--- src/rtl/writeback_stage.sv ---
// rtl/writeback_stage.sv - MEM/WB pipeline register and writeback formatter
module writeback_stage #(
  parameter logic [31:0] RESET_PC = 32'h00003000
) (
  input  logic        clock,
  input  logic        reset,
  input  logic        mem_valid,
  input  logic [31:0] mem_pc,
  input  logic [4:0]  mem_rd,
  input  logic        mem_reg_write,
  input  logic [1:0]  mem_wb_sel,
  input  logic [31:0] mem_alu_result,
  input  logic [31:0] mem_load_data,
  input  logic [2:0]  mem_load_type,
  input  logic        stall,
  input  logic        flush,
  output logic        wb_valid,
  output logic [31:0] wb_pc,
  output logic [4:0]  wb_rd,
  output logic [31:0] wb_write_data,
  output logic        wb_write_enabled,
  output logic [31:0] retired_count,
  output logic        misaligned_err,
  output logic [31:0] misaligned_pc
);

  localparam logic [2:0] LT_LB  = 3'b001;
  localparam logic [2:0] LT_LBU = 3'b010;
  localparam logic [2:0] LT_LH  = 3'b011;
  localparam logic [2:0] LT_LHU = 3'b100;

  localparam logic [1:0] SEL_LOAD = 2'b01;
  localparam logic [1:0] SEL_LINK = 2'b10;

  logic [1:0]  off;
  logic [7:0]  byte_lane;
  logic [15:0] half_lane;
  logic [31:0] load_fmt;
  logic [31:0] fmt_value;
  logic        is_half;
  logic        is_word;
  logic        misaligned;

  logic        valid_q, valid_d;
  logic [31:0] pc_q, pc_d;
  logic [4:0]  rd_q, rd_d;
  logic [31:0] wdata_q, wdata_d;
  logic        we_q, we_d;
  logic [31:0] count_q, count_d;
  logic        err_q, err_d;
  logic [31:0] mpc_q, mpc_d;

  assign off = mem_alu_result[1:0];

  // Pick the addressed little-endian lane and extend it per load type
  always_comb begin
    case (off)
      2'd0:    byte_lane = mem_load_data[7:0];
      2'd1:    byte_lane = mem_load_data[15:8];
      2'd2:    byte_lane = mem_load_data[23:16];
      default: byte_lane = mem_load_data[31:24];
    endcase
    half_lane = off[1] ? mem_load_data[31:16] : mem_load_data[15:0];
    case (mem_load_type)
      LT_LB:   load_fmt = {{24{byte_lane[7]}}, byte_lane};
      LT_LBU:  load_fmt = {24'd0, byte_lane};
      LT_LH:   load_fmt = {{16{half_lane[15]}}, half_lane};
      LT_LHU:  load_fmt = {16'd0, half_lane};
      default: load_fmt = mem_load_data;
    endcase
  end

  // Writeback source mux and misalignment detection; unknown load types behave as lw
  always_comb begin
    case (mem_wb_sel)
      SEL_LOAD: fmt_value = load_fmt;
      SEL_LINK: fmt_value = mem_pc + 32'd8;
      default:  fmt_value = mem_alu_result;
    endcase
    is_half    = (mem_load_type == LT_LH) || (mem_load_type == LT_LHU);
    is_word    = !is_half && (mem_load_type != LT_LB) && (mem_load_type != LT_LBU);
    misaligned = mem_valid && (mem_wb_sel == SEL_LOAD) &&
                 ((is_half && off[0]) || (is_word && (off != 2'd0)));
  end

  // Next-state: stall holds everything, flush inserts a bubble, otherwise capture
  always_comb begin
    valid_d = valid_q;
    pc_d    = pc_q;
    rd_d    = rd_q;
    wdata_d = wdata_q;
    we_d    = we_q;
    count_d = count_q;
    err_d   = err_q;
    mpc_d   = mpc_q;
    if (!stall) begin
      pc_d = mem_pc;
      if (flush || !mem_valid) begin
        valid_d = 1'b0;
        rd_d    = 5'd0;
        wdata_d = 32'd0;
        we_d    = 1'b0;
      end else begin
        valid_d = 1'b1;
        rd_d    = mem_rd;
        wdata_d = fmt_value;
        we_d    = mem_reg_write && (mem_rd != 5'd0) && !misaligned;
        count_d = count_q + 32'd1;
        if (misaligned && !err_q) begin
          err_d = 1'b1;
          mpc_d = mem_pc;
        end
      end
    end
  end

  // Stage registers; asynchronous reset drops any in-flight instruction
  always_ff @(posedge clock or negedge reset) begin
    if (!reset) begin
      valid_q <= 1'b0;
      pc_q    <= RESET_PC;
      rd_q    <= 5'd0;
      wdata_q <= 32'd0;
      we_q    <= 1'b0;
      count_q <= 32'd0;
      err_q   <= 1'b0;
      mpc_q   <= 32'd0;
    end else begin
      valid_q <= valid_d;
      pc_q    <= pc_d;
      rd_q    <= rd_d;
      wdata_q <= wdata_d;
      we_q    <= we_d;
      count_q <= count_d;
      err_q   <= err_d;
      mpc_q   <= mpc_d;
    end
  end

  assign wb_valid         = valid_q;
  assign wb_pc            = pc_q;
  assign wb_rd            = rd_q;
  assign wb_write_data    = wdata_q;
  assign wb_write_enabled = we_q;
  assign retired_count    = count_q;
  assign misaligned_err   = err_q;
  assign misaligned_pc    = mpc_q;

endmodule

--- config.mk ---
export PLATFORM = sky130hd
export DESIGN_NAME = writeback_stage
export DESIGN_NICKNAME = d
export VERILOG_FILES = /design/src/rtl/writeback_stage.sv
export SDC_FILE = /design/constraint.sdc
export NUM_CORES = 1
export LEC_CHECK = 0
export ABC_AREA = 1
export CAP_MARGIN = 5
export CORE_ASPECT_RATIO = 0.7
export CORE_MARGIN = 10
export CORE_UTILIZATION = 30
export CTS_BUF_LIST = sky130_fd_sc_hd__clkbuf_8 sky130_fd_sc_hd__clkbuf_16
export DETAILED_ROUTE_END_ITERATION = 12
export GPL_TIMING_DRIVEN = 0
export RECOVER_POWER = 50
export SYNTH_ARGS = -nofsm -noshare
export SYNTH_HDL_FRONTEND = slang
export SYNTH_SLANG_ARGS = --single-unit
--- constraint.sdc ---
create_clock -name clock -period 1.4 [get_ports clock]
set_input_delay 0.28 -clock clock [delete_from_list [all_inputs] [get_ports clock]]
set_output_delay 0.28 -clock clock [all_outputs]
set_load 0.1 [all_outputs]
After elaboration in Yosys (flattened, before gate mapping)
Cells that the tools add are included.
{ "word_totals": {"n_memories": 0, "regBits": 136, "word_cells": 51, "mem_bits_rw": 0, "latch_bits": 0, "mem_bits_ro": 0, "in_bits": 112} }
{ "classes": {"div": 0, "shift": 0, "n_mul": 0, "reduce_logical": 21, "order_cmp": 0, "n_mux": 8, "addsub": 2, "bitwise": 2, "eq_ne": 10} }
{ "op_table": {"columns": ["operator", "count"], "rows": [
  ["32-bit one-hot mux with 4 select lines", 1],
  ["32-bit one-hot mux with 2 select lines", 1],
  ["32-bit by 1-bit adder with 32-bit output, second input constant", 1],
  ["32-bit by 4-bit adder with 32-bit output, second input constant", 1],
  ["32-bit 2-to-1 mux", 1],
  ["8-bit one-hot mux with 3 select lines", 1],
  ["16-bit 2-to-1 mux", 1],
  ["1-bit logical AND", 9],
  ["3-bit by 2-bit == test with 1-bit output, second input constant", 2],
  ["5-bit 2-to-1 mux", 1],
  ["5-bit nonzero test", 1],
  ["2-bit by 1-bit == test with 1-bit output, second input constant", 2],
  ["2-bit == test, second input constant", 2],
  ["1-bit zero test", 4],
  ["3-bit by 1-bit == test with 1-bit output, second input constant", 1],
  ["3-bit == test, second input constant", 1],
  ["1-bit logical OR", 3],
  ["3-bit by 1-bit != test with 1-bit output, second input constant", 1],
  ["3-bit by 2-bit != test with 1-bit output, second input constant", 1],
  ["3-bit AND reduction", 1],
  ["2-bit zero test", 1],
  ["1-bit 2-to-1 mux", 2],
  ["1-bit NOT", 2],
  ["2-bit AND reduction", 1],
  ["2-bit nonzero test", 1]
]} }

Longest topological paths before layout
{ "logic_depth": {"depth_word": 11, "ltp_mapped": 12} }

Least setup slack after synthesis
OpenSTA, ideal clock, no wires.
{ "synth_timing": {"path_kind": "register to register", "startpoint": "register count_q[4] (netlist: retired_count[4])", "endpoint": "register count_q[29] (netlist: retired_count[29])", "path_stages_with_launch": 9, "slack_ns": -0.779, "t_arrival_ns": 2.020, "period_less_slack_ns": 2.179, "path_cell_list": "dfrtp_1 nand2_1 nor2_1 nand2_1 nor2_2 nand4_1 nor2_1 nand2_1 xnor2_1"} }
{ "synth_via": {"elab_chain_len": 1} }
{ "synth_lines": {"columns": ["element", "line_no", "text"], "rows": [
  ["start: declaration", "49", "logic [31:0] count_q, count_d;"],
  ["start signal: assignment", "134", "count_q <= count_d;"],
  ["32-bit by 1-bit adder with 32-bit output", "108", "count_d = count_q + 32'd1;"]
]} }
No other way between the ends.
A chain may end at the register's enable or synchronous reset.

Worst setup path after layout
{ "layout_timing": {"startpoint": "register count_q[1] (netlist: retired_count[1])", "endpoint": "register count_q[8] (netlist: retired_count[8])"} }
The elaborated chain is that of the path after synthesis.

==> metrics <==
Int Pwr=8180 uW; antenna violations before repair=3; maximum VDD drop=0.774 mV; Post-Synthesis Cells=about 1.2k; clock network fraction of total power=a little under a third; Tcrit/Tclk final=114%; Die Height=158 um; mapped cell area=8110 um^2; Final Critical Period=1600 ps; part of the power in registers=between 30% and 40%; max_cap viols=0; clk_skew=10.3 ps; via count=9291; pins over their slew limit=0; Clock Pin Slew Worst Setup and Hold Paths=60 ps; slowest CP cell=dfrtp_4; endpoints failing setup=76; vias per cell=4.90; violated checks=setup timing; Leakage=0.00654 uW; area occupied by multi-input gates=4780 um^2; H-tree depth=4; final cell count without fillers=1896; Slew headroom=58.0%; CTS tree=done; Worst Min Path Start=mem_pc[13]; Cell variety after synth=37; max incr delay on CP=460 ps; 1st-iter DRT viols=roughly 650; final setup margin=-201 ps; RSZ-0062 raised after global routing=yes; Min Hold Slack=around 170 ps; largest net degree at the start of global routing=86; worst r2r src=retired_count[1]; final hold vios=0; most common cell after layout, fill and taps aside=nand2_1; Clock Root Buffer=clkbuf_16; worst slew pin tran=630 ps; Startpoint Class=flip-flop; post-synthesis sequential area ratio=42.0%; beginning of the critical path=retired_count[1]; PortBufs=247; sw frac=40.8%; later-pin clock latency in the skew report=440 ps; ratio of cells with drive above 1 in the final layout=34.9%; Pwr per Cell Area=1010 nW/um^2; global-route wire length before repair=57000 um; Critical Path RT=between 1500 and 2000 ps; Fmax=625 MHz; P_sw=5630 uW; DIE WIDTH=around 220 um; Buf/Inv on CP=3; Yosys warnings=0; Syn Nets=1290; Core Box Area=approximately 27000 um^2; # IOs=248; # DRC=0; worst hold path type=in -> reg; vias in the first global route=just over 9k; DIE AREA=34100 um^2; clock sink count=136; GPL Wtd Cong=0.955; Crit Path Class=reg -> reg; fin nets=roughly 1.6k; number of routed nets with antenna violations=0; global route overflow=0; Placed Instances=1786; Post-Route Utilization=51.2%; Post-Route WL=~39000 um; Sequential Area=roughly 3500 um^2; most used cell, CP=nor2_4; r2r setup slk=-200 ps; CTS Buffer Depth=2; drt first pass iters=6; CP Capture Type=flip-flop; Comb pwr share=a little under two fifths; fillers=approximately 2.6k; Starting Density=30.4%; CTS buffer count=17; syn avg cell area=6.91 um^2; Setup TNS=-4670 ps; outcome=finished with violations; most frequent cells in the layout=nand2_1, buf_6, dfrtp_1; Worst path top cell family by delay=flip-flops; crit-path cells=ha_4 -> inv_4 -> nor2_4 -> nand2_4 -> nor2_4 -> buf_4 -> buf_6 -> xor2_1; Setup Slack @ Placement=-1190 ps; post-DP HPWL=29500 um; Syn-to-layout area delta=68.5%; routed length per instance=20.4 um; Tot GR Track Use=approximately 22%; register bit total from synthesis=approximately 140; cell row count=50; worst path arrival time=1940 ps; Max FO, Critical Path=5
flip-flops by register name (all words and copies together), names as in the netlist:
signal,cells
misaligned_err,1
misaligned_pc,32
retired_count,32
wb_pc,32
wb_rd,5
wb_valid,1
wb_write_data,32
wb_write_enabled,1
metrics by stage:
step | total power, uW | area [um^2]
floorplan | 7210 | 8480
global placement | 8700 | 11400
detailed placement | 8710 | 11400
CTS | 13400 | 12900
global route | 14300 | 13700
finish | 13800 | 13700
path summary, 6_finish.rpt:
path	endpoint	cells past startpoint
max	retired_count[8]	8
min	misaligned_pc[13]	3
max reg2reg	retired_count[8]	8
min reg2reg	wb_write_data[8]	2
max in group asynchronous	retired_count[20]	3
min in group asynchronous	wb_write_data[10]	2
synth_stat cells:
cell	n	area share, %
a21oi_1	26	1.6
a21oi_4	1	0.20
a22o_1	3	0.32
a31oi_1	1	0.077
and2_1	1	0.077
buf_1	4	0.19
buf_2	5	0.31
buf_4	3	0.28
buf_6	6	0.83
clkbuf_1	29	1.3
clkinv_1	2	0.093
dfrtp_1	134	41
dfstp_2	2	0.65
ha_1	4	0.62
inv_1	107	5.0
inv_2	3	0.14
inv_4	1	0.077
nand2_1	417	19
nand2_2	3	0.23
nand3_1	109	6.7
nand3_2	1	0.12
nand3b_1	4	0.37
nand3b_4	1	0.25
nand4_1	10	0.77
nor2_1	145	6.7
nor2_2	4	0.31
nor2_4	1	0.14
nor3_1	12	0.74
nor4_1	1	0.077
o211ai_1	14	1.3
o21ai_0	58	3.6
o21ai_1	9	0.56
o21ai_2	23	2.5
o31ai_1	1	0.093
or2_2	1	0.077
xnor2_1	11	1.2
xor2_1	17	1.8
cell type report:
type | count | share of cell area, %
Tap cell | 364 | 3.34
Clock inverter | 15 | 0.788
Buffer | 44 | 2.39
Inverter | 113 | 3.52
Clock buffer | 17 | 3.12
Sequential cell | 136 | 25.8
Multi-Input combinational cell | 878 | 35.0
Antenna cell | 1 | 0.0183
Timing Repair Buffer | 328 | 26.1
metal layers:
metal | vias up | part of all wire, % | global-route usage [%]
met5 | - | 0 | 0
met3 | 46 | 8.6 | 7.29
met4 | 0 | 1.8 | 5.87
met2 | 360 | 43 | 31.8
met1 | 4461 | 46 | 30.7
li1 | 4424 | - | -
power by group through the flow:
| stage | clock [uW] | sequential, uW | combinational (uW) |
|---|---|---|---|
| floorplan | 0 | 6270 | 944 |
| global placement | 0 | 4510 | 4190 |
| detailed placement | 0 | 4510 | 4190 |
| CTS | 4300 | 4470 | 4630 |
| global route | 4460 | 4530 | 5310 |
| finish | 4230 | 4510 | 5070 |
timing repair:
action | in CTS | in global routing
hold buffers | 1 | 0
hold endpoints to repair | 49 | 0
gates cloned | 0 | 1
resized for setup | 1130 | 203
pin swaps | 46 | 40
setup buffers | 50 | 30
endpoints found under the setup margin | 267 | 197
logic make-up after synthesis:
| group | synth area share, % |
|---|---|
| flip-flops | 42.0 |
| XOR/XNOR | 3.03 |
| buffers and inverters | 8.21 |
| AND/OR/NAND/NOR | 35.9 |
| AO/OA/AOI/OAI | 10.2 |
| adder cells (fa/ha/maj) | 0.617 |
worst reg2reg max path, stage by stage (launching register included):
cell     delay (ps)
dfrtp_4         460
ha_4            180
inv_4            50
nor2_4          130
nand2_4          80
nor2_4          180
buf_4           150
buf_6            90
xor2_1          200
No activity file was read; power rests on OpenSTA's default activity.
